==> config.mk <==
export PLATFORM = sky130hd
export DESIGN_NAME = seg_bcd_display
export DESIGN_NICKNAME = d
export VERILOG_FILES = /design/src/rtl/seg_bcd_display_pkg.sv /design/src/rtl/seg_bcd_display_seg7_encode.sv /design/src/rtl/seg_bcd_display.sv
export SDC_FILE = /design/constraint.sdc
export NUM_CORES = 1
export LEC_CHECK = 0
export ABC_AREA = 1
export CAP_MARGIN = 20
export CORE_MARGIN = 2
export CORE_UTILIZATION = 54
export CTS_CLUSTER_SIZE = 28
export DETAILED_ROUTE_END_ITERATION = 6
export MAX_ROUTING_LAYER = met4
export PLACE_DENSITY_LB_ADDON = 0.25
export SETUP_SLACK_MARGIN = 0.4
export SLEW_MARGIN = 40
export SYNTH_ARGS = -nofsm -noshare
export SYNTH_HDL_FRONTEND = slang
export SYNTH_HIERARCHICAL = 1
export SYNTH_SLANG_ARGS = --single-unit
==> constraint.sdc <==
create_clock -name clk50 -period 1.51 [get_ports clk50]
set_input_delay 0.3775 -clock clk50 [delete_from_list [all_inputs] [get_ports clk50]]
set_output_delay 0.3775 -clock clk50 [all_outputs]
set_load 0.05 [all_outputs]
==> src/rtl/seg_bcd_display_pkg.sv <==
// Shared types and constants for the byte-to-two-digit seven-segment display block.
// Segment codes are active-low in {g,f,e,d,c,b,a} order.
package seg_bcd_display_pkg;

  typedef enum logic [1:0] {
    IDLE = 2'd0,
    CONV = 2'd1,
    DONE = 2'd2
  } state_t;

  localparam logic [6:0] SEG_0     = 7'h40;
  localparam logic [6:0] SEG_1     = 7'h79;
  localparam logic [6:0] SEG_2     = 7'h24;
  localparam logic [6:0] SEG_3     = 7'h30;
  localparam logic [6:0] SEG_4     = 7'h19;
  localparam logic [6:0] SEG_5     = 7'h12;
  localparam logic [6:0] SEG_6     = 7'h02;
  localparam logic [6:0] SEG_7     = 7'h78;
  localparam logic [6:0] SEG_8     = 7'h00;
  localparam logic [6:0] SEG_9     = 7'h10;
  localparam logic [6:0] SEG_BLANK = 7'h7F;
  localparam logic [6:0] SEG_DASH  = 7'h3F;

  // Double-dabble correction: any BCD nibble of 5 or more gets 3 added before the shift.
  function automatic logic [11:0] dabbleAdjust(input logic [11:0] bcd);
    logic [11:0] adj;
    adj = bcd;
    for (int n = 0; n < 3; n++) begin
      if (adj[n*4 +: 4] >= 4'd5) adj[n*4 +: 4] = adj[n*4 +: 4] + 4'd3;
    end
    return adj;
  endfunction

endpackage

==> src/rtl/seg_bcd_display_seg7_encode.sv <==
// Combinational BCD digit to active-low seven-segment decoder.
// Anything that is not a decimal digit comes out blank.
module seg7_encode
  import seg_bcd_display_pkg::*;
(
  input  logic [3:0] i_digit,
  output logic [6:0] o_seg
);

  always_comb begin
    o_seg = SEG_BLANK;
    case (i_digit)
      4'd0:    o_seg = SEG_0;
      4'd1:    o_seg = SEG_1;
      4'd2:    o_seg = SEG_2;
      4'd3:    o_seg = SEG_3;
      4'd4:    o_seg = SEG_4;
      4'd5:    o_seg = SEG_5;
      4'd6:    o_seg = SEG_6;
      4'd7:    o_seg = SEG_7;
      4'd8:    o_seg = SEG_8;
      4'd9:    o_seg = SEG_9;
      default: o_seg = SEG_BLANK;
    endcase
  end

endmodule

==> src/rtl/seg_bcd_display.sv <==
// Converts an accepted byte to BCD with an 8-step double-dabble, then shows tens/ones
// on two seven-segment digits, or dashes plus an overflow LED when the value exceeds 99.
module seg_bcd_display
  import seg_bcd_display_pkg::*;
#(
  parameter bit BLANK_LEADING_ZERO = 1'b0
) (
  input  logic       clk50,
  input  logic       reset,
  input  logic [7:0] value_in,
  input  logic       value_valid,
  output logic       ready,
  output logic [6:0] seg_ten,
  output logic [6:0] seg_one,
  output logic       led
);

  state_t      r_state;
  state_t      w_nextState;
  logic [2:0]  r_count;
  logic [7:0]  r_bin;
  logic [11:0] r_bcd;
  logic        r_ready;
  logic [6:0]  r_segTen;
  logic [6:0]  r_segOne;
  logic        r_led;

  logic        w_load;
  logic        w_step;
  logic        w_update;
  logic [11:0] w_adj;
  logic [3:0]  w_tenDigit;
  logic [6:0]  w_tenSeg;
  logic [6:0]  w_oneSeg;

  always_ff @(posedge clk50) begin
    if (reset) r_state <= IDLE;
    else       r_state <= w_nextState;
  end

  always_comb begin
    w_nextState = r_state;
    case (r_state)
      IDLE:    if (value_valid) w_nextState = CONV;
      CONV:    if (r_count == 3'd7) w_nextState = DONE;
      DONE:    w_nextState = IDLE;
      default: w_nextState = IDLE;
    endcase
  end

  always_comb begin
    w_load   = (r_state == IDLE) && value_valid;
    w_step   = (r_state == CONV);
    w_update = (r_state == DONE);
  end

  assign w_adj = dabbleAdjust(r_bcd);

  // A tens digit of 0 is steered to a non-decimal code so the encoder blanks it.
  assign w_tenDigit = (BLANK_LEADING_ZERO && (r_bcd[7:4] == 4'd0)) ? 4'hF : r_bcd[7:4];

  seg7_encode u_encTen (
    .i_digit (w_tenDigit),
    .o_seg   (w_tenSeg)
  );

  seg7_encode u_encOne (
    .i_digit (r_bcd[3:0]),
    .o_seg   (w_oneSeg)
  );

  always_ff @(posedge clk50) begin
    if (reset) begin
      r_count  <= 3'd0;
      r_bin    <= 8'd0;
      r_bcd    <= 12'd0;
      r_ready  <= 1'b1;
      r_segTen <= SEG_BLANK;
      r_segOne <= SEG_BLANK;
      r_led    <= 1'b0;
    end else begin
      r_ready <= (w_nextState == IDLE);
      if (w_load) begin
        r_bin   <= value_in;
        r_bcd   <= 12'd0;
        r_count <= 3'd0;
      end else if (w_step) begin
        r_bcd   <= {w_adj[10:0], r_bin[7]};
        r_bin   <= {r_bin[6:0], 1'b0};
        r_count <= r_count + 3'd1;
      end
      if (w_update) begin
        if (r_bcd[11:8] != 4'd0) begin
          r_segTen <= SEG_DASH;
          r_segOne <= SEG_DASH;
          r_led    <= 1'b1;
        end else begin
          r_segTen <= w_tenSeg;
          r_segOne <= w_oneSeg;
          r_led    <= 1'b0;
        end
      end
    end
  end

  assign ready   = r_ready;
  assign seg_ten = r_segTen;
  assign seg_one = r_segOne;
  assign led     = r_led;

endmodule
==> impl_results.md <==
* Req. time, crit path at 1.71 ns
* Root buffer cell: clkbuf_8
* Final setup fails at 0
* Worst R2R Start: r_bcd[1]$_SDFFE_PP0P_
* RSZ-0062 raised after global routing: true
* Synth async-reset ratio at 0
* Max cap viols at 0
* Leakage at between 1.5 and 2 nW
* Dpl cells at 400
* Met1 wire length at approximately 2.7 mm
* Synth-to-Final Area Change at 55.3%
* Final period util at 0.840
* CP Launch Type: flip-flop
* Area after DPL at around 0.0028 sq mm
* Starting Density at 0.565
* Critical path class: flip-flop to flip-flop
* Die Width at roughly 70 um
* Post-Syn Area per Cell at ~7 sq um
* Non-filler instance count after layout at 429
* DRC viols at 0
* Wire per inst at approximately 17 um
* Detail Route Antenna Nets at 0
* Crit path time final at roughly 1.3 ns
* Clock Latency Late Sink at approximately 0.31 ns
* Pre-CTS setup slack at -0.0165 ns
* Top cells by count, synth: nand2_1, nand3_1, dfxtp_1
* Core area at just over 0.004 sq mm
* Full die area at around 0.0048 sq mm
* Routed vias at around 2400
* Detailed-router iteration count before antenna repair at 7
* Vias in the first global route at between 2000 and 2500
* Layout cell share with drive strength beyond 1 at 0.462
* Status: complete, no violations
* Rel. slew slack at 0.778
* First-pass GRT wire length at ~9 mm
* EDFF count, synth at 0
* Port Buffer Count at 26
* Peak VDD IR at approximately 0.57 mV
* Final instance area at between 0.003 and 0.004 sq mm
* Max Freq at 788 MHz
* R2r worst-path depth at 7
* Rows at 23
* Register area share after synthesis at 0.360
* Slowest cell on the critical path: dfxtp_4
* Final core occ at 0.878
* CTS Sinks at around 40
* Critical hold path startpoint: r_bcd[11]$_SDFFE_PP0P_
* Synthesized netlist cell count at between 300 and 400
* Fillers at 177
* Worst Path Arrival at roughly 1.5 ns
* CP Capture Type: flip-flop
* Most common cell in the netlist: nand2_1
* GRT Total Usage at 0.268
* Worst-Margin Slew at 0.334 ns
* Power Density at 702 mW/mm^2
* Iteration-0 DRC Markers at approximately 200
* Area of the multi-input gates at about 0.0016 sq mm
* Number of I/O pins at 27
* Flop2flop setup slack at approximately 0.24 ns
* Worst min-delay path class: flip-flop to flip-flop
* TNS Setup at 0 ns
* DP Wirelength at roughly 3.4 mm
* Initial antenna violation count at 0
* Chip Height at approximately 70 um
* CTS tree: built
* Total gr overflow at 0
* Top cells by area, synth: dfxtp_1, nand2_1, nand3_1
* Cell count of the worst hold path at 2
* Routed WL at about 7.2 mm
* Hold EP: r_bcd[11]$_SDFFE_PP0P_
* Num CTS Buffers at 5
* CP max stage delay at ~0.44 ns
* Final hold viol count at 0
* Leading area contributor after synthesis: dfxtp_1
* CTS clk-pin slew, worst paths at 0.09 ns
* Worst Clk Skew at approximately 0.011 ns
* H-tree levels at 2
* CTS Buffer Depth at 2
* Mapped Nets at about 350
* Ant. Diodes at 0
* Met3 WL at 403 um
* Final Max Slew Viols at 0
* Largest net degree at the start of global routing at 17
* Top_reg_cell synth: dfxtp_1
* CP cell instances: buf_4 -> ha_1 -> nand2_1 -> nand3_1 -> nand2_1 -> nand2_1 -> nand3_2
* DR top layer: met4
* Distinct cells, synth at 23
* Top cell type's share of synthesized area at 0.360
* Metal2 WL at approximately 3.7 mm
* Placer congestion estimate at around 0.84
* Worst R2R End: seg_one[4]$_SDFFE_PP1N_
* Vias per std cell at approximately 5.7
* Worst-path maximum fanout at 5
* Synth Cell Area at between 0.002 and 0.0025 sq mm
* Cell mode on critical path: nand2_1
* Sequential Area at 872 sq um
* Synth Register Bits at just over 40
* Crit path setup slack, layout at between 0.2 and 0.25 ns
* Syn. warnings at 6
* Final-stage net count at 408
[layout by cell type (no fill, tap or decap), types with 7 or more instances in the layout]
cell type	Yosys	routed
nand2_2	1	22
a21oi_2	5	11
a31oi_1	7	7
nand3_1	50	34
ha_1	19	8
clkdlybuf4s50_1	0	8
dfxtp_2	0	20
nand2_1	116	91
dfxtp_1	41	14
ha_4	0	9
nand3_2	0	15
inv_4	0	9
a21oi_1	15	8
buf_12	0	17
dfxtp_4	0	7
inv_2	5	9
inv_1	35	21
buf_4	1	20
[worst max-delay path, delay by kind of cell (launching register included)]
kind / cells / cell delay [ns]
adders and majority gates: 1 / 0.17
buffers and inverters: 1 / 0.17
DFF: 1 / 0.44
and+or+nand+nor: 5 / 0.38
[cell families (layout without fill, tap and decap cells)]
group / count (synthesis) / after routing / share of synthesized area
buf+inv: 49 / 104 / 0.0967
xor+xnor: 1 / 1 / 0.00385
simple gates: 178 / 178 / 0.337
flops: 41 / 41 / 0.360
compound gates: 36 / 36 / 0.0973
fa+ha+maj: 19 / 19 / 0.104
[flip-flops by register name (all words and copies together) (netlist names)]
name	count
led	1
r_bcd	12
r_bin	8
r_count	3
r_state	2
ready	1
seg_one	7
seg_ten	7
[power by group]
part / switching (mW) / internal (mW)
logic: 0.242 / 0.197
clock network: 0.407 / 0.487
registers: 0.0483 / 1.10
total: 0.697 / 1.79
[worst max path at each step]
stage	from	end	slack, ns	cells past startpoint
after floorplan	r_bcd[1]$_SDFFE_PP0P_	r_bcd[1]$_SDFFE_PP0P_	0.39	10
after global placement	reset	r_bcd[2]$_SDFFE_PP0P_	-0.02	6
after detailed placement	value_valid	r_bin[4]$_SDFFE_PP0P_	-0.02	4
after CTS	r_bcd[9]$_SDFFE_PP0P_	seg_ten[1]$_SDFFE_PP1N_	0.30	7
after global routing	r_bcd[1]$_SDFFE_PP0P_	seg_one[4]$_SDFFE_PP1N_	0.19	7
final	r_bcd[1]$_SDFFE_PP0P_	seg_one[4]$_SDFFE_PP1N_	0.24	7
[layer usage]
| layer | GRT usage | up-vias |
|---|---|---|
| li1 | - | 1148 |
| met5 | - | - |
| met4 | 0.113 | 0 |
| met2 | 0.456 | 127 |
| met1 | 0.305 | 1127 |
| met3 | 0.0584 | 39 |
[layout make-up]
cell class | instances | share of cell area
clock buffer | 5 | 0.0195
clock inverter | 3 | 0.0117
inverter | 40 | 0.0502
multi-input combinational | 234 | 0.456
sequential | 41 | 0.247
tap | 50 | 0.0177
timing repair buffer | 56 | 0.199
[timing repair]
item / 4_1_cts / 5_1_grt
resized for setup: 71 / 61
setup buffers: 12 / 7
gates cloned: 1 / 1
pin swaps: 13 / 24
hold buffers: 0 / 0
endpoints found under the setup margin: 55 / 49
hold endpoints to repair: 0 / 0
[through the flow]
stage / power (mW) / hold WS, ns
3_3_place_gp: 1.44 / 0.447
2_1_floorplan: 1.36 / 0.431
5_1_grt: 2.56 / 0.495
6_report: 2.48 / 0.469
3_5_place_dp: 1.45 / 0.455
4_1_cts: 2.38 / 0.466
Power figures use the tool's default switching activity.
